<file path="config.mk">
export PLATFORM = sky130hd
export DESIGN_NAME = dvr_key_sync_source_flat
export DESIGN_NICKNAME = d
export VERILOG_FILES = /design/src/rtl/aes_pkg.sv /design/src/rtl/dvr_key_if.sv /design/src/rtl/sync_ctr_inc.sv /design/src/rtl/dvr_key_sync_source.sv /design/src/flat_wrapper.sv
export SDC_FILE = /design/constraint.sdc
export NUM_CORES = 1
export LEC_CHECK = 0
export ABC_AREA = 1
export CAP_MARGIN = 15
export CORE_AREA = 8 8 200 202
export CTS_CLUSTER_DIAMETER = 150
export DETAILED_ROUTE_END_ITERATION = 16
export DIE_AREA = 0 0 208 210
export PLACE_DENSITY = 0.67
export SLEW_MARGIN = 20
export SYNTH_ARGS = -nofsm -noshare
export SYNTH_HDL_FRONTEND = slang
export SYNTH_SLANG_ARGS = --single-unit
</file>
<file path="constraint.sdc">
create_clock -name clk -period 1.8 [get_ports clk]
set_clock_uncertainty 0.15 [all_clocks]
set_input_delay 0.45 -clock clk [delete_from_list [all_inputs] [get_ports clk]]
set_output_delay 0.45 -clock clk [all_outputs]
set_load 0.01 [all_outputs]
</file>
<file path="src/rtl/aes_pkg.sv">
// Shared AES-side types for the DVR key/sync path.
// Block width, block type and key/sync source FSM states.
package aes_pkg;

  localparam int AES_BLOCK_BYTES = 16;

  typedef logic [8*AES_BLOCK_BYTES-1:0] aes_block_t;

  typedef enum logic {
    IDLE,
    ACTIVE
  } dvr_src_state_t;

endpackage

</file>
<file path="src/rtl/dvr_key_if.sv">
// Key/sync handshake bundle between the key source and the encryptor.
// The source drives key, sync and valid; the encryptor drives rdy.
interface dvr_key_if #(
  parameter int DATA_WIDTH_IN_BYTES = 16
);

  logic [8*DATA_WIDTH_IN_BYTES-1:0] key;
  logic [8*DATA_WIDTH_IN_BYTES-1:0] sync;
  logic                             valid;
  logic                             rdy;

  modport master (
    output key,
    output sync,
    output valid,
    input  rdy
  );

  modport slave (
    input  key,
    input  sync,
    input  valid,
    output rdy
  );

endinterface

</file>
<file path="src/rtl/sync_ctr_inc.sv">
// CTR-mode counter step: bumps the low CTR_WIDTH bits of a sync block.
// The carry out of the counter field is dropped; upper bits pass through.
module sync_ctr_inc #(
  parameter int W         = 128,
  parameter int CTR_WIDTH = 32
) (
  input  logic [W-1:0] sync_in,
  output logic [W-1:0] sync_out
);

  if (CTR_WIDTH >= W) begin : g_full
    assign sync_out = sync_in + W'(1);
  end else begin : g_part
    assign sync_out = {
      sync_in[W-1:CTR_WIDTH],
      sync_in[CTR_WIDTH-1:0] + CTR_WIDTH'(1)
    };
  end

endmodule

</file>
<file path="src/rtl/dvr_key_sync_source.sv">
// Master end of dvr_key_if: issues a run of key/sync words to the
// encryptor, stepping the CTR field of sync after every accepted word.
module dvr_key_sync_source
  import aes_pkg::*;
#(
  parameter int DATA_WIDTH_IN_BYTES = AES_BLOCK_BYTES,
  parameter int CTR_WIDTH           = 32,
  parameter int CNT_WIDTH           = 16
) (
  input  logic                             clk,
  input  logic                             rst_n,
  input  logic [8*DATA_WIDTH_IN_BYTES-1:0] cfg_key,
  input  logic [8*DATA_WIDTH_IN_BYTES-1:0] cfg_sync,
  input  logic                             cfg_load,
  input  logic                             start,
  input  logic [CNT_WIDTH-1:0]             num_blocks,
  input  logic                             abort,
  output logic                             busy,
  output logic                             done,
  dvr_key_if.master                        key_if
);

  localparam int W = 8*DATA_WIDTH_IN_BYTES;

  dvr_src_state_t       state;
  logic [W-1:0]         key_q;
  logic [W-1:0]         sync_q;
  logic [W-1:0]         sync_nxt;
  logic [CNT_WIDTH-1:0] rem_q;
  logic                 valid_q;
  logic                 xfer;

  assign xfer = valid_q & key_if.rdy;

  sync_ctr_inc #(
    .W         (W),
    .CTR_WIDTH (CTR_WIDTH)
  ) u_inc (
    .sync_in  (sync_q),
    .sync_out (sync_nxt)
  );

  assign key_if.key   = key_q;
  assign key_if.sync  = sync_q;
  assign key_if.valid = valid_q;

  always_ff @(posedge clk) begin
    if (!rst_n) begin
      state   <= IDLE;
      key_q   <= '0;
      sync_q  <= '0;
      rem_q   <= '0;
      valid_q <= 1'b0;
      busy    <= 1'b0;
      done    <= 1'b0;
    end else begin
      done <= 1'b0;
      unique case (state)
        IDLE: begin
          if (cfg_load) begin
            key_q  <= cfg_key;
            sync_q <= cfg_sync;
          end
          if (start) begin
            if (num_blocks != '0) begin
              state   <= ACTIVE;
              rem_q   <= num_blocks;
              valid_q <= 1'b1;
              busy    <= 1'b1;
            end else begin
              done <= 1'b1;
            end
          end
        end
        ACTIVE: begin
          // abort wins over a same-cycle handshake: no step, no done
          if (abort) begin
            state   <= IDLE;
            valid_q <= 1'b0;
            busy    <= 1'b0;
          end else if (xfer) begin
            sync_q <= sync_nxt;
            rem_q  <= rem_q - CNT_WIDTH'(1);
            if (rem_q == CNT_WIDTH'(1)) begin
              state   <= IDLE;
              valid_q <= 1'b0;
              busy    <= 1'b0;
              done    <= 1'b1;
            end
          end
        end
        default: begin
          state   <= IDLE;
          valid_q <= 1'b0;
          busy    <= 1'b0;
        end
      endcase
    end
  end

endmodule

</file>
<file path="src/flat_wrapper.sv">
// flat-port wrapper written by rule: the top's interface ports become plain ports
module dvr_key_sync_source_flat import aes_pkg::*;
#(
  parameter int DATA_WIDTH_IN_BYTES = AES_BLOCK_BYTES,
  parameter int CTR_WIDTH           = 32,
  parameter int CNT_WIDTH           = 16
)
  (clk, rst_n, cfg_key, cfg_sync, cfg_load, start, num_blocks, abort, busy, done, key_if_key, key_if_sync, key_if_valid, key_if_rdy);
  dvr_key_if #(.DATA_WIDTH_IN_BYTES(DATA_WIDTH_IN_BYTES)) key_if_i ();
  input  logic clk;
  input  logic rst_n;
  input  logic [8*DATA_WIDTH_IN_BYTES-1:0] cfg_key;
  input  logic [8*DATA_WIDTH_IN_BYTES-1:0] cfg_sync;
  input  logic cfg_load;
  input  logic start;
  input  logic [CNT_WIDTH-1:0] num_blocks;
  input  logic abort;
  output logic busy;
  output logic done;
  output wire logic [$bits(key_if_i.key)-1:0] key_if_key;
  output wire logic [$bits(key_if_i.sync)-1:0] key_if_sync;
  output wire logic [$bits(key_if_i.valid)-1:0] key_if_valid;
  input wire logic [$bits(key_if_i.rdy)-1:0] key_if_rdy;
  assign key_if_key = key_if_i.key;
  assign key_if_sync = key_if_i.sync;
  assign key_if_valid = key_if_i.valid;
  assign key_if_i.rdy = key_if_rdy;
  dvr_key_sync_source #(.DATA_WIDTH_IN_BYTES(DATA_WIDTH_IN_BYTES), .CTR_WIDTH(CTR_WIDTH), .CNT_WIDTH(CNT_WIDTH)) u_core (.clk(clk), .rst_n(rst_n), .cfg_key(cfg_key), .cfg_sync(cfg_sync), .cfg_load(cfg_load), .start(start), .num_blocks(num_blocks), .abort(abort), .busy(busy), .done(done), .key_if(key_if_i));
endmodule
</file>
# == After elaboration in Yosys (flattened, before gate mapping) ==
# Index checks and enable logic that the tools add are counted.
# totals
out_inout_bits,259
wordCells,52
reg_bits,275
inputBits,278
# op_classes
bitwise_logic,2
n_eq_ne,8
n_reduce_logical,6
mux,27
addsub,2
# ops
op,count
$mux W128,2
$pmux W128 S2,1
$mux W16,4
$add A32 B1 Y32 const B,1
$mux W32,1
$pmux W16 S2,1
$eq A16 B1 Y1 const B,1
$reduce_bool A16 Y1,1
$sub A16 B1 Y16 const B,1
$mux W1,15
$ne A2 B2 Y1 const B,4
$reduce_and A4 Y1,2
$ne A3 B3 Y1 const B,2
$pmux W1 S2,3
$reduce_and A2 Y1,2
$reduce_and A3 Y1,1
$ne A2 B1 Y1 const B,1
$and A1 B1 Y1,1
$not A1 Y1,1

# == Logic depth before layout (Yosys ltp) ==
# Gate-level depths: netlist of run 1.
# depth
word_depth,5
depth_mapped,10
depth_no_buf,10

# == Cells and area by module ==
# From an unflattened synthesis of run 1, not the netlist that was laid out.
# unflattened
hier_cells,1790
hier_area_um2,12694.7
# modules_own_cells
mod,cells_each,area_each_um2,instances
dvr_key_sync_source,1502,11029.3,1
sync_ctr_inc,288,1665.3,1

# == Worst setup path before layout of run 1 ==
# Ideal clock, no wire load.
# synth_path
kind,flip-flop to flip-flop
start,reg u_core.sync_q[0] (netlist: u_core.key_if.sync[0])
end,reg u_core.sync_q[18] (netlist: u_core.key_if.sync[18])
period_less_slack_ns,1.713
required_ns,1.535
setup_ns,0.115
path_buffers,0
setup_slack_ns,0.087
t_arrival_ns,1.448
path_stages_with_launch,11
path_cell_list,dfxtp_1 -> ha_1 -> nand2_1 -> nor2_2 -> nand2_2 -> nor2_4 -> nand2_1 -> nand2_1 -> nand2_1 -> o21ai_1 -> nor2_1
# synth_between
elab_chain_cells,4
# synth_lines
element,line_no,source
"start, declared",dvr_key_sync_source.sv:27,logic [W-1:0] sync_q;
"start signal, assigned",dvr_key_sync_source.sv:62,sync_q <= cfg_sync;
"start signal, assigned",dvr_key_sync_source.sv:82,sync_q <= sync_nxt;
$add A32 B1 Y32,sync_ctr_inc.sv:16,sync_in[CTR_WIDTH-1:0] + CTR_WIDTH'(1)
$mux W32,dvr_key_sync_source.sv:81,end else if (xfer) begin
$mux W128,dvr_key_sync_source.sv:77,if (abort) begin
$pmux W128 S2,dvr_key_sync_source.sv:58,unique case (state)
# Every way passes these cells. The select of a mux whose other input is x is not followed.
# A chain may end at the register's enable or synchronous reset.

# == Final worst setup path of run 1 ==
# layout_path
start,reg u_core.sync_q[24] (netlist: u_core.key_if.sync[24])
end,out key_if_sync[24]
# layout_rtl
element,line_no,source
"end, declared",flat_wrapper.sv:21,output wire logic [$bits(key_if_i.sync)-1:0] key_if_sync;
# No word-level cell between the ends.

==> flow_metrics.env, run 1 <==
export IMPL_status="complete, no violations"
export IMPL_ys_seq_elements=275
export IMPL_power_frac_comb_pct=20.4
export IMPL_endpoint="key_if_sync[24]"
export IMPL_grt_max_degree=55
export IMPL_place_congestion=0.897
export IMPL_fin_crit_sh_pct=98.3
export IMPL_p_leak_nw=7.94
export IMPL_final_cells=2687
export IMPL_hold_path_class="in2reg"
export IMPL_path_buf_inv=1
export IMPL_core_um2=37000
export IMPL_synth_top_area_share_pct=48.6
export IMPL_cellPowerDensity_nw_per_um2=899
export IMPL_syn_num_nets=1916
export IMPL_yosysTopAreaCell="dfxtp_1"
export IMPL_final_nets=2468
export IMPL_grt_pass1_wl_um=71200
export IMPL_p_int_mw=12.0
export IMPL_netlist_instances=1635
export IMPL_ys_seq_area_share_pct=48.6
export IMPL_peakVddDrop_mv=0.678
export IMPL_crit_fanout=6
export IMPL_async_flop_share_pct=0
export IMPL_chipHeight_um=210
export IMPL_cp_start_kind="flop"
export IMPL_worst_pin_slew_ps=549
export IMPL_syn_to_final_growth_pct=64.4
export IMPL_setup_viol=0
export IMPL_ys_top_cells_by_count="585 x nor2_1, 275 x dfxtp_1, 263 x o21ai_0, 207 x nand2_1, 62 x clkbuf_1"
export IMPL_drv_cap=0
export IMPL_clk_latency_ps=520
export IMPL_cts_clk_slew_worst_paths_ps=50
export IMPL_cts_tree="done"
export IMPL_initial_core_util_pct=30.7
export IMPL_antenna_found_initial=2
export IMPL_ios=537
export IMPL_crit_slowest_cell="dfxtp_2"
export IMPL_yosysUniqueCellTypes=34
export IMPL_hold_viol=0
export IMPL_r2r_start="u_core.rem_q[0]$_SDFFE_PN0P_"
export IMPL_cp_top_family="flip-flops"
export IMPL_grt_overflow_total=0
export IMPL_end_kind="output port"
export IMPL_first_global_vias=12300
export IMPL_synth_edf_count=0
export IMPL_ant_nets=0
export IMPL_r2r_cells=8
export IMPL_tns_ps=0
export IMPL_rows=71
export IMPL_drt_wl_total_um=47300
export IMPL_p_seq_share_pct=41.5
export IMPL_p_sw_mw=4.68
export IMPL_floorplan_die_width_um=208
export IMPL_crit_type="reg2out"
export IMPL_synth_avg_cell_area_um2=6.93
export IMPL_dr_total_vias=12700
export IMPL_cts_sinks=275
export IMPL_crit_arrival_ps=1170
export IMPL_synth_area_um2=11300
export IMPL_finalMaxSlewViolations=0
export IMPL_drtIter0Drc=686
export IMPL_synth_warnings=0
export IMPL_synth_area_top_cells="dfxtp_1 49%, nor2_1 19%, o21ai_0 12%, nand2_1 6.9%, nand3_1 2.4%"
export IMPL_relSlewSlack_pct=63.0
export IMPL_cts_buffer_depth=3
export IMPL_r2r_setup_slack_ps=100
export IMPL_cts_inserted_buffers=34
export IMPL_h_tree_depth=2
export IMPL_first_pass_iters=5
export IMPL_hold_start="rst_n"
export IMPL_root_buffer="clkbuf_16"
export IMPL_wl_per_cell_um=17.6
export IMPL_clock_fmax_mhz=565
export IMPL_ys_flop_type="dfxtp_1"
export IMPL_r2r_end="u_core.rem_q[6]$_SDFFE_PN0P_"
export IMPL_critical_path_cell_count=1
export IMPL_vias_per_cell=4.71
export IMPL_die_area_um2=43700
export IMPL_port_buffers=536
export IMPL_drive_above_1_share_pct=12.3
export IMPL_path_cells="clkdlybuf4s15_1"
export IMPL_yosysMostFrequentCell="nor2_1"
export IMPL_sw_frac_of_total_pct=28.0
export IMPL_critPathMaxStageDelay_ps=390
export IMPL_worstSetupStartpoint="u_core.key_if.sync[24]$_SDFFE_PN0P_"
export IMPL_cp_data_required_time_ps=1200
export IMPL_cts_hold_buf=0
export IMPL_clock_power_share_pct=38.1
export IMPL_dp_hpwl_um=36500
export IMPL_grt_usage_pct=20.4
export IMPL_place_inst=2622
export IMPL_fin_crit_ps=1770
export IMPL_post_route_drc_count=0
stage by stage:
| stage | util, % | hold slack, ps | power (mW) | instance area, µm² | setup WS, ps |
|---|---|---|---|---|---|
| 2_1_floorplan | - | 302 | 8.49 | 11300 | 87.4 |
| 3_3_place_gp | 47.9 | 311 | 10.7 | 17700 | -598 |
| 3_5_place_dp | 47.9 | 321 | 10.7 | 17700 | -629 |
| 4_1_cts | 50.3 | 21.2 | 16.9 | 18600 | 0.635 |
| 5_1_grt | 50.4 | 48.2 | 17.5 | 18600 | -9.70 |
| 6_report | 50.4 | 50.3 | 16.7 | 18600 | 30.8 |
worst min-delay path: stages:
cell	delay (ps)
buf_6	110
o21ai_0	70
nor2_1	40
how the worst min path moves through the flow:
stage | to | slack [ps] | depth (start not counted)
after detailed placement | u_core.key_if.key[97]$_SDFFE_PN0P_ | 320 | 2
after global placement | u_core.key_if.key[123]$_SDFFE_PN0P_ | 310 | 2
after floorplan | u_core.rem_q[9]$_SDFFE_PN0P_ | 300 | 2
after CTS | u_core.key_if.key[14]$_SDFFE_PN0P_ | 20 | 3
final | u_core.key_if.key[14]$_SDFFE_PN0P_ | 50 | 3
after global routing | u_core.key_if.key[14]$_SDFFE_PN0P_ | 50 | 3
registers in the layout, summed over array words and instances (netlist names):
signal	count
u_core.done	1
u_core.rem_q	16
u_core.state	1
u_core.key_if.key	128
u_core.busy	1
u_core.key_if.sync	128
cells in the final DEF (no fill, tap or decap), types with 3 or more instances in the layout:
cell type / instances
a21oi_1: 48
buf_12: 21
buf_2: 4
buf_4: 58
clkbuf_1: 12
clkbuf_16: 34
clkbuf_2: 33
clkbuf_8: 6
clkdlybuf4s15_1: 61
clkdlybuf4s15_2: 35
clkdlybuf4s50_1: 275
clkinv_2: 4
dfxtp_1: 243
dfxtp_2: 27
dfxtp_4: 5
dlygate4sd2_1: 126
inv_1: 51
inv_6: 3
nand2_1: 202
nand2_2: 7
nand3_1: 52
nand4_1: 6
nor2_1: 575
nor2_2: 8
nor2_4: 8
o21ai_0: 258
o21ai_1: 10
or2_2: 3
xor2_1: 6
per-layer routing:
| layer | vias up | global-route usage (%) | wire, µm |
|---|---|---|---|
| li1 | 6327 | - | - |
| met1 | 5789 | 23.7 | 19100 |
| met2 | 462 | 35.3 | 23000 |
| met3 | 73 | 6.97 | 3910 |
| met4 | 2 | 6.00 | 1280 |
| met5 | - | 0 | 8 |
repair_timing:
item / CTS / global route
gates resized for setup: 409 / 131
setup endpoints to repair: 273 / 119
pin swaps: 1 / 3
setup buffers: 2 / 1
kinds of logic (layout without fill, tap and decap cells):
| group | after synthesis | count (layout) | synth area share (%) |
|---|---|---|---|
| adder cells (fa/ha/maj) | 3 | 3 | 0.331 |
| buffers and inverters | 155 | 731 | 5.73 |
| flip-flops | 275 | 275 | 48.6 |
| AO/OA/AOI/OAI | 324 | 324 | 14.5 |
| XOR/XNOR | 6 | 6 | 0.464 |
| AND/OR/NAND/NOR | 872 | 872 | 30.4 |
| other | 0 | 2 | 0 |
layout make-up:
type / instances / area [µm²]
Tap cell: 474 / 593
Timing Repair Buffer: 615 / 5930
Multi-Input combinational cell: 1205 / 5280
Sequential cell: 275 / 5560
Fill cell: 3587 / 18300
Clock inverter: 8 / 61.3
Clock buffer: 52 / 978
Inverter: 56 / 221
Antenna cell: 2 / 5.00
power by group through the flow:
stage          combinational [mW]  clock (mW)  sequential (mW)
3_3_place_gp                 3.64           0             7.04
6_report                     3.41        6.38             6.95
4_1_cts                      3.41        6.55             6.93
5_1_grt                      3.73        6.81             7.01
2_1_floorplan                1.25           0             7.24
3_5_place_dp                 3.67           0             7.06
No activity file was read; power rests on OpenSTA's default activity.
==> run 2, diff against run 1 <==
--- a/config.mk
+++ b/config.mk
@@ -8,6 +8,7 @@
 export ABC_AREA = 1
 export CAP_MARGIN = 15
 export CORE_AREA = 8 8 200 202
+export CTS_BUF_LIST = sky130_fd_sc_hd__clkbuf_4 sky130_fd_sc_hd__clkbuf_8
 export CTS_CLUSTER_DIAMETER = 150
 export DETAILED_ROUTE_END_ITERATION = 16
 export DIE_AREA = 0 0 208 210
==> flow_metrics.env, run 2 (synthesis results as in run 1) <==
export IMPL_status="complete, no violations"
export IMPL_cp_data_required_time_ps=1200
export IMPL_mostFrequentLayoutCells="573 x nor2_1, 276 x clkdlybuf4s50_1, 260 x o21ai_0, 254 x buf_2, 233 x dfxtp_1"
export IMPL_grt_overflow_total=0
export IMPL_floorplan_die_width_um=208
export IMPL_placed_area_um2=17700
export IMPL_drv_cap=0
export IMPL_grt_usage_pct=20.5
export IMPL_port_buffers=536
export IMPL_cp_start_kind="flop"
export IMPL_p_int_mw=12.0
export IMPL_clock_power_share_pct=38.7
export IMPL_cts_clk_slew_worst_paths_ps=60
export IMPL_place_congestion=0.897
export IMPL_cts_tree="done"
export IMPL_power_frac_comb_pct=19.8
export IMPL_end_kind="output port"
export IMPL_setup_ws_ps=43.1
export IMPL_crit_type="reg2out"
export IMPL_final_nets=2493
export IMPL_layout_commonest_cell="nor2_1"
export IMPL_dp_slack_ps=-629
export IMPL_fin_crit_ps=1760
export IMPL_hold_path_class="in2reg"
export IMPL_setup_viol=0
export IMPL_syn_to_final_growth_pct=57.4
export IMPL_post_route_drc_count=0
export IMPL_p_leak_nw=7.88
export IMPL_worst_pin_slew_ps=521
export IMPL_grt_max_degree=55
export IMPL_r2r_setup_slack_ps=70
export IMPL_hold_viol=0
export IMPL_chipHeight_um=210
export IMPL_crit_arrival_ps=1160
export IMPL_first_global_vias=12500
export IMPL_die_area_um2=43700
export IMPL_first_pass_iters=5
export IMPL_p_seq_share_pct=41.6
export IMPL_dr_total_vias=12800
export IMPL_initial_core_util_pct=30.7
export IMPL_core_um2=37000
export IMPL_fin_crit_sh_pct=97.6
export IMPL_drive_above_1_share_pct=23.1
export IMPL_antenna_found_initial=2
export IMPL_clock_fmax_mhz=569
export IMPL_relSlewSlack_pct=64.9
export IMPL_drtIter0Drc=656
export IMPL_cts_buffer_depth=3
export IMPL_h_tree_depth=2
export IMPL_cts_inserted_buffers=49
export IMPL_sw_frac_of_total_pct=28.2
export IMPL_ant_nets=0
export IMPL_final_cell_area_um2=17800
export IMPL_dp_hpwl_um=36500
export IMPL_ios=537
export IMPL_cts_sinks=275
export IMPL_vias_per_cell=4.71
export IMPL_grt_pass1_wl_um=71800
export IMPL_p_sw_mw=4.70
export IMPL_rows=71
export IMPL_root_buffer="clkbuf_8"
export IMPL_finalMaxSlewViolations=0
export IMPL_cellPowerDensity_nw_per_um2=934
export IMPL_clk_latency_ps=600
export IMPL_drt_wl_total_um=47600
export IMPL_peakVddDrop_mv=0.570
export IMPL_crit_fanout=3
export IMPL_rsz0062_at_grt="yes"
export IMPL_wl_per_cell_um=17.5
-- run 2: worst paths after layout --
path                            cells after the start                               start                             endpoint
worst min-delay path                                3                         cfg_key[71]   u_core.key_if.key[71]$_SDFFE_PN0P_
worst min register to register                      2  u_core.key_if.key[39]$_SDFFE_PN0P_   u_core.key_if.key[39]$_SDFFE_PN0P_
worst max register to register                      9  u_core.key_if.sync[8]$_SDFFE_PN0P_  u_core.key_if.sync[22]$_SDFFE_PN0P_
worst max-delay path                                2  u_core.key_if.sync[1]$_SDFFE_PN0P_                       key_if_sync[1]
-- run 2: power by group through the flow --
stage | clock network [mW] | registers, mW | logic, mW
global route | 6.89 | 6.99 | 3.62
CTS | 6.62 | 6.92 | 3.29
global placement | 0 | 7.04 | 3.64
detailed placement | 0 | 7.06 | 3.67
floorplan | 0 | 7.24 | 1.25
finish | 6.44 | 6.92 | 3.29
-- run 2: layout make-up --
| class | instances | area (µm²) |
|---|---|---|
| clock inverter | 6 | 90.1 |
| clock buffer | 79 | 1000 |
| tap | 474 | 593 |
| inverter | 56 | 221 |
| sequential | 275 | 5610 |
| fill | 3680 | 19100 |
| multi-input combinational | 1205 | 5280 |
| antenna | 2 | 5.00 |
| timing repair buffer | 625 | 5040 |
-- run 2: per-stage QoR --
step,cells,hold slack (ps),setup TNS (ps),utilization [%],power (mW)
after floorplan,1635,302,0,-,8.49
after global placement,2622,311,-61560,47.9,10.7
after detailed placement,2622,321,-66050,47.9,10.7
after CTS,2715,234,-19.2,47.9,16.8
after global routing,2720,276,-157,48.2,17.5
final,2722,310,0,48.3,16.6
-- run 2: critical path, stage by stage, from the launching register on --
cell and delay (ps):
dfxtp_2 330, buf_6 110, buf_6 120
-- run 2: what timing repair did --
item	CTS	global route
resized for setup	1100	36
pin swaps	0	5
hold endpoints to repair	1	0
buffers inserted	7	5
setup endpoints to repair	262	34
hold buffers	1	0
-- run 2: layer usage --
metal | vias to the layer above | part of all wire (%) | routed length (µm) | track usage, %
met5 | - | 0.021 | 10 | 0
met2 | 480 | 49 | 23200 | 35.5
met4 | 2 | 3.1 | 1470 | 7.61
met3 | 85 | 8.5 | 4050 | 6.77
met1 | 5850 | 40 | 18900 | 23.5
li1 | 6392 | - | - | -
